===== config.mk =====
export PLATFORM = sky130hd
export DESIGN_NAME = mips_instr_encoder
export DESIGN_NICKNAME = d
export VERILOG_FILES = /design/src/rtl/mips_instr_encoder.sv
export SDC_FILE = /design/constraint.sdc
export NUM_CORES = 1
export LEC_CHECK = 0
export ABC_AREA = 1
export CELL_PAD_IN_SITES_DETAIL_PLACEMENT = 1
export CELL_PAD_IN_SITES_GLOBAL_PLACEMENT = 2
export CORE_MARGIN = 1
export CORE_UTILIZATION = 36
export DETAILED_ROUTE_END_ITERATION = 10
export PLACE_DENSITY_LB_ADDON = 0.1
export SYNTH_ARGS = -nofsm -noshare
export SYNTH_HDL_FRONTEND = slang
export SYNTH_SLANG_ARGS = --single-unit

===== constraint.sdc =====
create_clock -name clk -period 4.6 [get_ports clk]
set_input_delay 1.15 -clock clk [delete_from_list [all_inputs] [get_ports clk]]
set_output_delay 1.15 -clock clk [all_outputs]
set_load 0.02 [all_outputs]

===== src/rtl/mips_instr_encoder.sv =====
// Streaming MIPS encoder: fields -> 32-bit word -> FIFO -> addressed output.
// Optional ENC_ILLEGAL_TRAP_EN drops illegal ops and raises sticky err.
module mips_instr_encoder #(
    parameter int DEPTH = 4,
    parameter int ADDR_W = 8,
    parameter logic [ADDR_W-1:0] BASE_ADDR = '0
) (
    input  logic              clk,
    input  logic              rst,
    input  logic              flush,
    input  logic              in_valid,
    output logic              in_ready,
    input  logic [4:0]        in_iop,
    input  logic [4:0]        in_rs,
    input  logic [4:0]        in_rt,
    input  logic [4:0]        in_rd,
    input  logic [4:0]        in_sa,
    input  logic [15:0]       in_imm,
    input  logic [25:0]       in_target,
    output logic              out_valid,
    input  logic              out_ready,
    output logic [31:0]       out_word,
    output logic [ADDR_W-1:0] out_addr,
    output logic              err
);
    localparam int PW = $clog2(DEPTH);

    logic [31:0]       mem [DEPTH];
    logic [PW:0]       wr_ptr;
    logic [PW:0]       rd_ptr;
    logic [ADDR_W-1:0] addr;
    logic [31:0]       word;
    logic              illegal;
    logic              full;
    logic              empty;
    logic              push;
    logic              pop;
    logic              wr_en;

    always_comb begin
        word = '0;
        illegal = 1'b0;
        case (in_iop)
            5'd0:  word = {6'h00, in_rs, in_rt, in_rd, 5'd0, 6'h20};
            5'd1:  word = {6'h00, in_rs, in_rt, in_rd, 5'd0, 6'h22};
            5'd2:  word = {6'h00, in_rs, in_rt, in_rd, 5'd0, 6'h24};
            5'd3:  word = {6'h00, in_rs, in_rt, in_rd, 5'd0, 6'h25};
            5'd4:  word = {6'h00, in_rs, in_rt, in_rd, 5'd0, 6'h26};
            5'd5:  word = {6'h00, 5'd0, in_rt, in_rd, in_sa, 6'h00};
            5'd6:  word = {6'h00, 5'd0, in_rt, in_rd, in_sa, 6'h02};
            5'd7:  word = {6'h00, 5'd0, in_rt, in_rd, in_sa, 6'h03};
            5'd8:  word = {6'h00, in_rs, 15'd0, 6'h08};
            5'd9:  word = {6'h08, in_rs, in_rt, in_imm};
            5'd10: word = {6'h0C, in_rs, in_rt, in_imm};
            5'd11: word = {6'h0D, in_rs, in_rt, in_imm};
            5'd12: word = {6'h0E, in_rs, in_rt, in_imm};
            5'd13: word = {6'h23, in_rs, in_rt, in_imm};
            5'd14: word = {6'h2B, in_rs, in_rt, in_imm};
            5'd15: word = {6'h04, in_rs, in_rt, in_imm};
            5'd16: word = {6'h05, in_rs, in_rt, in_imm};
            5'd17: word = {6'h0F, 5'd0, in_rt, in_imm};
            5'd18: word = {6'h02, in_target};
            5'd19: word = {6'h03, in_target};
            default: illegal = 1'b1;
        endcase
    end

    assign empty = (wr_ptr == rd_ptr);
    assign full = (wr_ptr[PW] != rd_ptr[PW]) &&
                  (wr_ptr[PW-1:0] == rd_ptr[PW-1:0]);
    assign in_ready = !full;
    assign out_valid = !empty;
    assign push = in_valid && in_ready;
    assign pop = out_valid && out_ready;
    assign out_word = empty ? 32'd0 : mem[rd_ptr[PW-1:0]];
    assign out_addr = addr;

`ifdef ENC_ILLEGAL_TRAP_EN
    logic err_q;

    assign wr_en = push && !illegal;
    assign err = err_q;

    always_ff @(posedge clk or posedge rst) begin
        if (rst) begin
            err_q <= 1'b0;
        end else if (flush) begin
            err_q <= 1'b0;
        end else if (push && illegal) begin
            err_q <= 1'b1;
        end
    end
`else
    // Illegal codes fall through as the all-zero nop word.
    assign wr_en = push;
    assign err = 1'b0;
`endif

    always_ff @(posedge clk) begin
        if (wr_en && !flush) begin
            mem[wr_ptr[PW-1:0]] <= word;
        end
    end

    always_ff @(posedge clk or posedge rst) begin
        if (rst) begin
            wr_ptr <= '0;
            rd_ptr <= '0;
            addr <= BASE_ADDR;
        end else if (flush) begin
            wr_ptr <= '0;
            rd_ptr <= '0;
            addr <= BASE_ADDR;
        end else begin
            if (wr_en) begin
                wr_ptr <= wr_ptr + (PW+1)'(1);
            end
            if (pop) begin
                rd_ptr <= rd_ptr + (PW+1)'(1);
                addr <= addr + ADDR_W'(1);
            end
        end
    end
endmodule

### Yosys cells after proc, flatten, opt, wreduce, memory -nomap -nowiden

Memories as Yosys holds them, arrays and structs flattened.
Cells that the tools add are included.

| cells by class | value |
|---|---|
| $add $sub $neg | 3 |
| reductions and logical operators | 10 |
| equality and inequality tests | 22 |
| mux-type cells | 10 |

Operator list:

| operator | number |
|---|---|
| $pmux W32 S20 | 1 |
| $eq A5 B4 Y1 const B | 8 |
| $mux W32 | 1 |
| $eq A5 B3 Y1 const B | 4 |
| $eq A5 B5 Y1 const B | 4 |
| $mux W8 | 2 |
| $mux W3 | 4 |
| $eq A5 B2 Y1 const B | 2 |
| $add A8 B1 Y8 const B | 1 |
| $add A3 B1 Y3 const B | 2 |
| $eq A5 B1 Y1 const B | 1 |
| $logic_not A5 Y1 | 1 |
| $logic_and A1 B1 Y1 | 4 |
| $reduce_bool A2 Y1 | 2 |
| $eq A3 B3 Y1 | 1 |
| $logic_not A1 Y1 | 3 |
| $eq A2 B2 Y1 | 1 |
| $mux W1 | 2 |
| $ne A1 B1 Y1 | 1 |

| storage, ports and cells | value |
|---|---|
| output and inout bits | 43 |
| memories kept | 1 |
| logic and storage cells | 49 |
| bits in writable memories | 128 |
| bits of input ports | 72 |
| register bits after elaboration | 14 |

Memory list:

| name | depth | bits a word | rd ports | clocked after Yosys merged registers in | wr ports | line | RTL |
|---|---|---|---|---|---|---|---|
| mem | 4 | 32 | 1 | 0 | 1 | 28 | `logic [31:0] mem [DEPTH];` |

### Depth between registers and ports, before layout

| logic depth | value |
|---|---|
| word-level depth | 7 |
| gate-level depth with buffers | 9 |
| depth with buffers taken out | 8 |

### Worst setup path before layout

Ideal clock, no wire load.

| path | value |
|---|---|
| path type | in2reg |
| start point | in flush |
| end point | mem mem[0][0], enable pin |
| data required time | 4.181 ns |
| stages | 3 |
| arrival | 2.696 ns |
| setup time | 0.419 ns |
| path buffers | 0 |
| setup slack | 1.485 ns |
| path through | inv_2 -> nand3_1 -> nor2_1 |

| between the ends | value |
|---|---|
| longest elaborated chain between the ends | 4 |

Ends and longest elaborated chain:

| what | line | RTL |
|---|---|---|
| start: declaration | 10 | `input logic flush,` |
| $logic_not A1 Y1 | 100 | `if (wr_en && !flush) begin` |
| $logic_and A1 B1 Y1 | 100 |  |
| $mux W1 | 100 |  |
| $mux W1 (implied by the code) | 101 | `mem[wr_ptr[PW-1:0]] <= word;` |
| end: declaration | 28 |  |

No other way between the ends.

### Final worst setup path

| path | value |
|---|---|
| start point | reg rd_ptr[0] |
| end point | out out_word[4] |

| between the ends | value |
|---|---|
| longest elaborated chain between the ends | 2 |
| elaborated cells between the ends (all ways) | 3 |
| those cells by class | eq/ne (1); mux (1); memory (1) |

Ends and longest elaborated chain:

| what | line | RTL |
|---|---|---|
| start: declaration | 30 | `logic [PW:0] rd_ptr;` |
| start signal: assignment | 119 | `rd_ptr <= rd_ptr + (PW+1)'(1);` |
| $mem_v2 Z4 W32 or $eq A3 B3 Y1 (tied branches) | n/a |  |
| $mux W32 * | 75 | `assign out_word = empty ? 32'd0 : mem[rd_ptr[PW-1:0]];` |
| end: declaration | 22 | `output logic [31:0] out_word,` |

Mark *: on every way between the ends. The rest lies on a longest branch, timed or not.

==> results.md <==
Status:
- The run finished with clean final reports.

Worst hold path:
- The worst hold path was traced through 2 stages.
- The hold path endpoint is out_addr[7].
- The class of the tightest hold or removal check is reg2reg.
- In this run the most critical hold path is launched from out_addr[7].

Route:
- The total number of vias is 5030.
- The pre-antenna-repair detailed-routing pass consisted of 6 iterations.
- After detailed routing, the total wire length is 17100 microns.
- In the final routed layout, each cell accounts on average for 17.3 microns.
- The number of routed nets with antenna violations is 0.
- Dividing the detail-routed via count by the number of cells gives 5.08.
- In the routed design, unresolved DRC markers number 0.
- The detailed router finished its first iteration with 206 violations.

Global route:
- The first global-routing pass estimated 27300 microns of wire.
- The via count of the first global-routing pass is 5232.
- The initial antenna violation count is 0.
- met2 is the most crowded layer.
- The met3 layer usage reported by global route is 0.0410.
- The global-route track usage on met2 is 0.344.
- Entering global routing, the biggest net connects 43 pins.
- For this run, global-route usage on met1 was measured as 0.241.
- The global-route usage over all layers is 0.196.
- The residual overflow from global routing is 0.

STA:
- The number of hold violations in the final report was 0.
- In this run the tightest slew margin relative to its limit is 0.381.
- Between clock sinks in the finished design, the worst skew comes to 0.00965 ns.
- The final setup TNS is 0 ns.
- Dividing the final minimum period by the clock period gives 0.880.
- Based on the critical path, the design can be clocked at up to 247 MHz.
- Counting I/O delays and the setup requirement, the final critical path takes 4.05 ns.
- Setup repair after global routing left no endpoint under its margin.
- The number of setup violations in the final report is 0.
- The minimum hold slack is 0.580 ns.
- The transition time of the tightest slew-check pin is 0.916 ns.
- The max-slew violation total from the final report is 0.

CTS:
- In this run the clock root is driven by a clkbuf_16.
- The longest clock path from root to sink contains 2 buffers.
- TritonCTS built the clock tree.
- The clock latency reported for the late side of the worst-skew pair is 0.42 ns.
- In this run the post-CTS setup repair buffer count came out at 0.
- The clock-pin transition on the worst setup and hold timing paths is 0.06 ns.
- After clock tree synthesis, the flow added hold-fix buffers numbering 0.
- The number of clock buffers inserted by TritonCTS is 17.
- The number of sinks handled by clock tree synthesis is 138.
- After clock tree synthesis, the repair step resized 0 gates.
- The H-tree generated during clock tree synthesis spans 4 levels.

Yosys:
- The share of flip-flops with an asynchronous set or reset after synthesis is 0.101.
- Summed over all instances, the cell type with the most area after synthesis is edfxtp_1.
- The post-synth design cell area is 6480 sq um.
- For this run, the leading register cell type out of synthesis is edfxtp_1.
- The netlist uses 31 different library cells.
- Synthesis inferred 138 register bits.
- After synthesis, the cell types taking the most area are edfxtp_1, nand2_1, o21ai_0.
- Of the synthesized area, sequential elements account for 0.629.
- The area fraction of the dominant cell type after synthesis is 0.575.
- Counting flops with a built-in enable in the synthesized netlist gives 124.
- The average cell area after synthesis is 10.0 sq um.
- The cell count after synthesis is 646.
- Yosys printed 0 warnings.

Critical path:
- The kind of launch point of the worst setup path is a register.
- The worst stage delay on the critical path is 0.65 ns.
- The endpoint type of the worst setup path is a primary output.
- The arrival time at the worst endpoint is 2.90 ns.
- Measured in cells, the most critical reg-to-reg path has a length of 7.
- The cell with the largest stage delay on the worst path is dfrtp_2.
- The worst setup path category is reg2out.
- The biggest fanout along the worst timing path is 42.
- The startpoint identified for the worst register-to-register timing path is rd_ptr[0].
- The critical path goes through inv_6 > buf_4 > o21ai_0 > o22ai_1 > nand2_1 > inv_1 > clkdlybuf4s50_1.
- The endpoint of the worst-slack reg-to-reg timing path is mem[3][15].
- The internal reg-to-reg setup slack is 1.97 ns.
- STA puts the critical path data required time at 3.45 ns.

Floorplanning:
- The core region is 17400 sq um.
- The chip height is 136 microns.
- For this design the top-level I/O count stands at 115.
- For this configuration, the core starts out at a cell density of 0.372.
- The floorplan has 48 rows.
- The total die area is 18500 sq um.
- In this run the horizontal extent of the chip is 136 microns.

Pwr:
- The internal power of the cells totals 0.00253 W.
- The analysis attributes to net switching a power of 0.000959 W.
- The power per unit of standard cell area is 416 nW/um^2.
- The share of total power dissipated in the clock network is 0.396.
- Of the total power, the share spent switching nets is 0.275.
- The peak supply drop is 250 uV.
- The combinational share of power is 0.190.
- The design draws 0.00349 W.
- The sequential share of power is 0.414.
- The leakage dissipation is 3.37 nW.

Final layout:
- In the final layout, the share of cells above drive strength 1 is 0.0888.
- The leading cell type in the layout, fill and taps excluded is nand2_1.
- The library cells used most frequently in the layout, excluding fill and tap cells, are nand2_1, edfxtp_1, clkdlybuf4s50_1, nor2_1, o21ai_0.
- The count of nets after finishing is 832.
- Once layout is complete, the utilization of the core stands at 0.481.
- Relative to the synthesized area, the layout overhead comes to 29.4%.
- 0 antenna diodes ended up in the layout.

Place:
- Routability-driven placement finished with a final weighted congestion of 0.781.
- Buffers placed on the I/O ports in this run total 112.
- Summed over all nets, the half-perimeter wirelength after detailed placement is 11400 microns.

Run:
- The tool flagged a number of max-cap violations equal to 0.
## registers in the layout, indices dropped and copies added, names as in the netlist
| name | flops |
|---|---|
| mem | 124 |
| wr_ptr | 3 |
| rd_ptr | 3 |
| out_addr | 8 |
## metrics by stage
| step | cells | setup WS [ns] | cell area, sq um |
|---|---|---|---|
| after floorplan | 647 | 1.48 | 6480 |
| final | 991 | 0.551 | 8380 |
| after global routing | 991 | 0.341 | 8380 |
| after CTS | 991 | 0.499 | 8380 |
| after global placement | 960 | 0.986 | 7780 |
| after detailed placement | 960 | 0.960 | 7780 |
## synth_stat cells, types with 3 or more instances
master / count
nand2_1: 155
edfxtp_1: 124
nor2_1: 78
o21ai_0: 71
inv_1: 52
nand3_1: 37
o22ai_1: 31
clkbuf_1: 14
dfrtp_1: 14
nand4_1: 10
nand2_2: 7
buf_2: 6
buf_6: 6
ha_1: 6
inv_2: 6
buf_4: 5
xor2_1: 4
nor2_2: 3
## worst max-delay path by stage
stage	start	slack, ns	depth (start not counted)	end
after floorplan	flush	1.48	3	mem[0][0]
after global placement	rd_ptr[0]	0.99	7	out_word[4]
after detailed placement	rd_ptr[0]	0.96	7	out_word[4]
after CTS	rd_ptr[0]	0.50	7	out_word[4]
after global routing	rd_ptr[0]	0.34	7	out_word[4]
final	rd_ptr[0]	0.55	7	out_word[4]
## metal layers
metal / part of all wire / wire, microns / vias up
met3: 0.035 / 600 / 19
li1: - / - / 2419
met4: 0.011 / 197 / 0
met5: 0 / 0 / -
met2: 0.52 / 8840 / 97
met1: 0.44 / 7500 / 2495
## final cells by class
type                            instances  area [sq um]
Fill cell                            1935          9040
Clock buffer                           17           425
Tap cell                              225           282
Inverter                               60           233
Sequential cell                       138          4080
Timing Repair Buffer                  120          1180
Multi-Input combinational cell        417          2010
Clock inverter                         14           170
## power by group through the flow
stage,Sequential (W),Clock [W],Combinational [W]
CTS,0.00145,0.00141,0.000679
global route,0.00145,0.00145,0.000733
finish,0.00145,0.00138,0.000663
global placement,0.00147,0,0.000664
detailed placement,0.00147,0,0.000674
floorplan,0.00146,0,0.000400
## kinds of logic (layout without fill, tap and decap cells)
group,Yosys count,after routing,synth area share
AND/OR/NAND/NOR,297,297,0.197
flip-flops,138,138,0.629
AO/OA/AOI/OAI,108,108,0.0912
buffers and inverters,92,211,0.0655
adder cells (fa/ha/maj),6,6,0.0116
XOR/XNOR,4,4,0.00541
other,1,2,0.000579
## critical path, delay by kind of cell, from the launching register on
family,cells,cell delay [ns]
DFF,1,0.65
buffers and inverters,4,1.34
and+or+nand+nor,1,0.09
AOI/OAI and AO/OA,2,0.38
(Power assumes the default switching activity.)
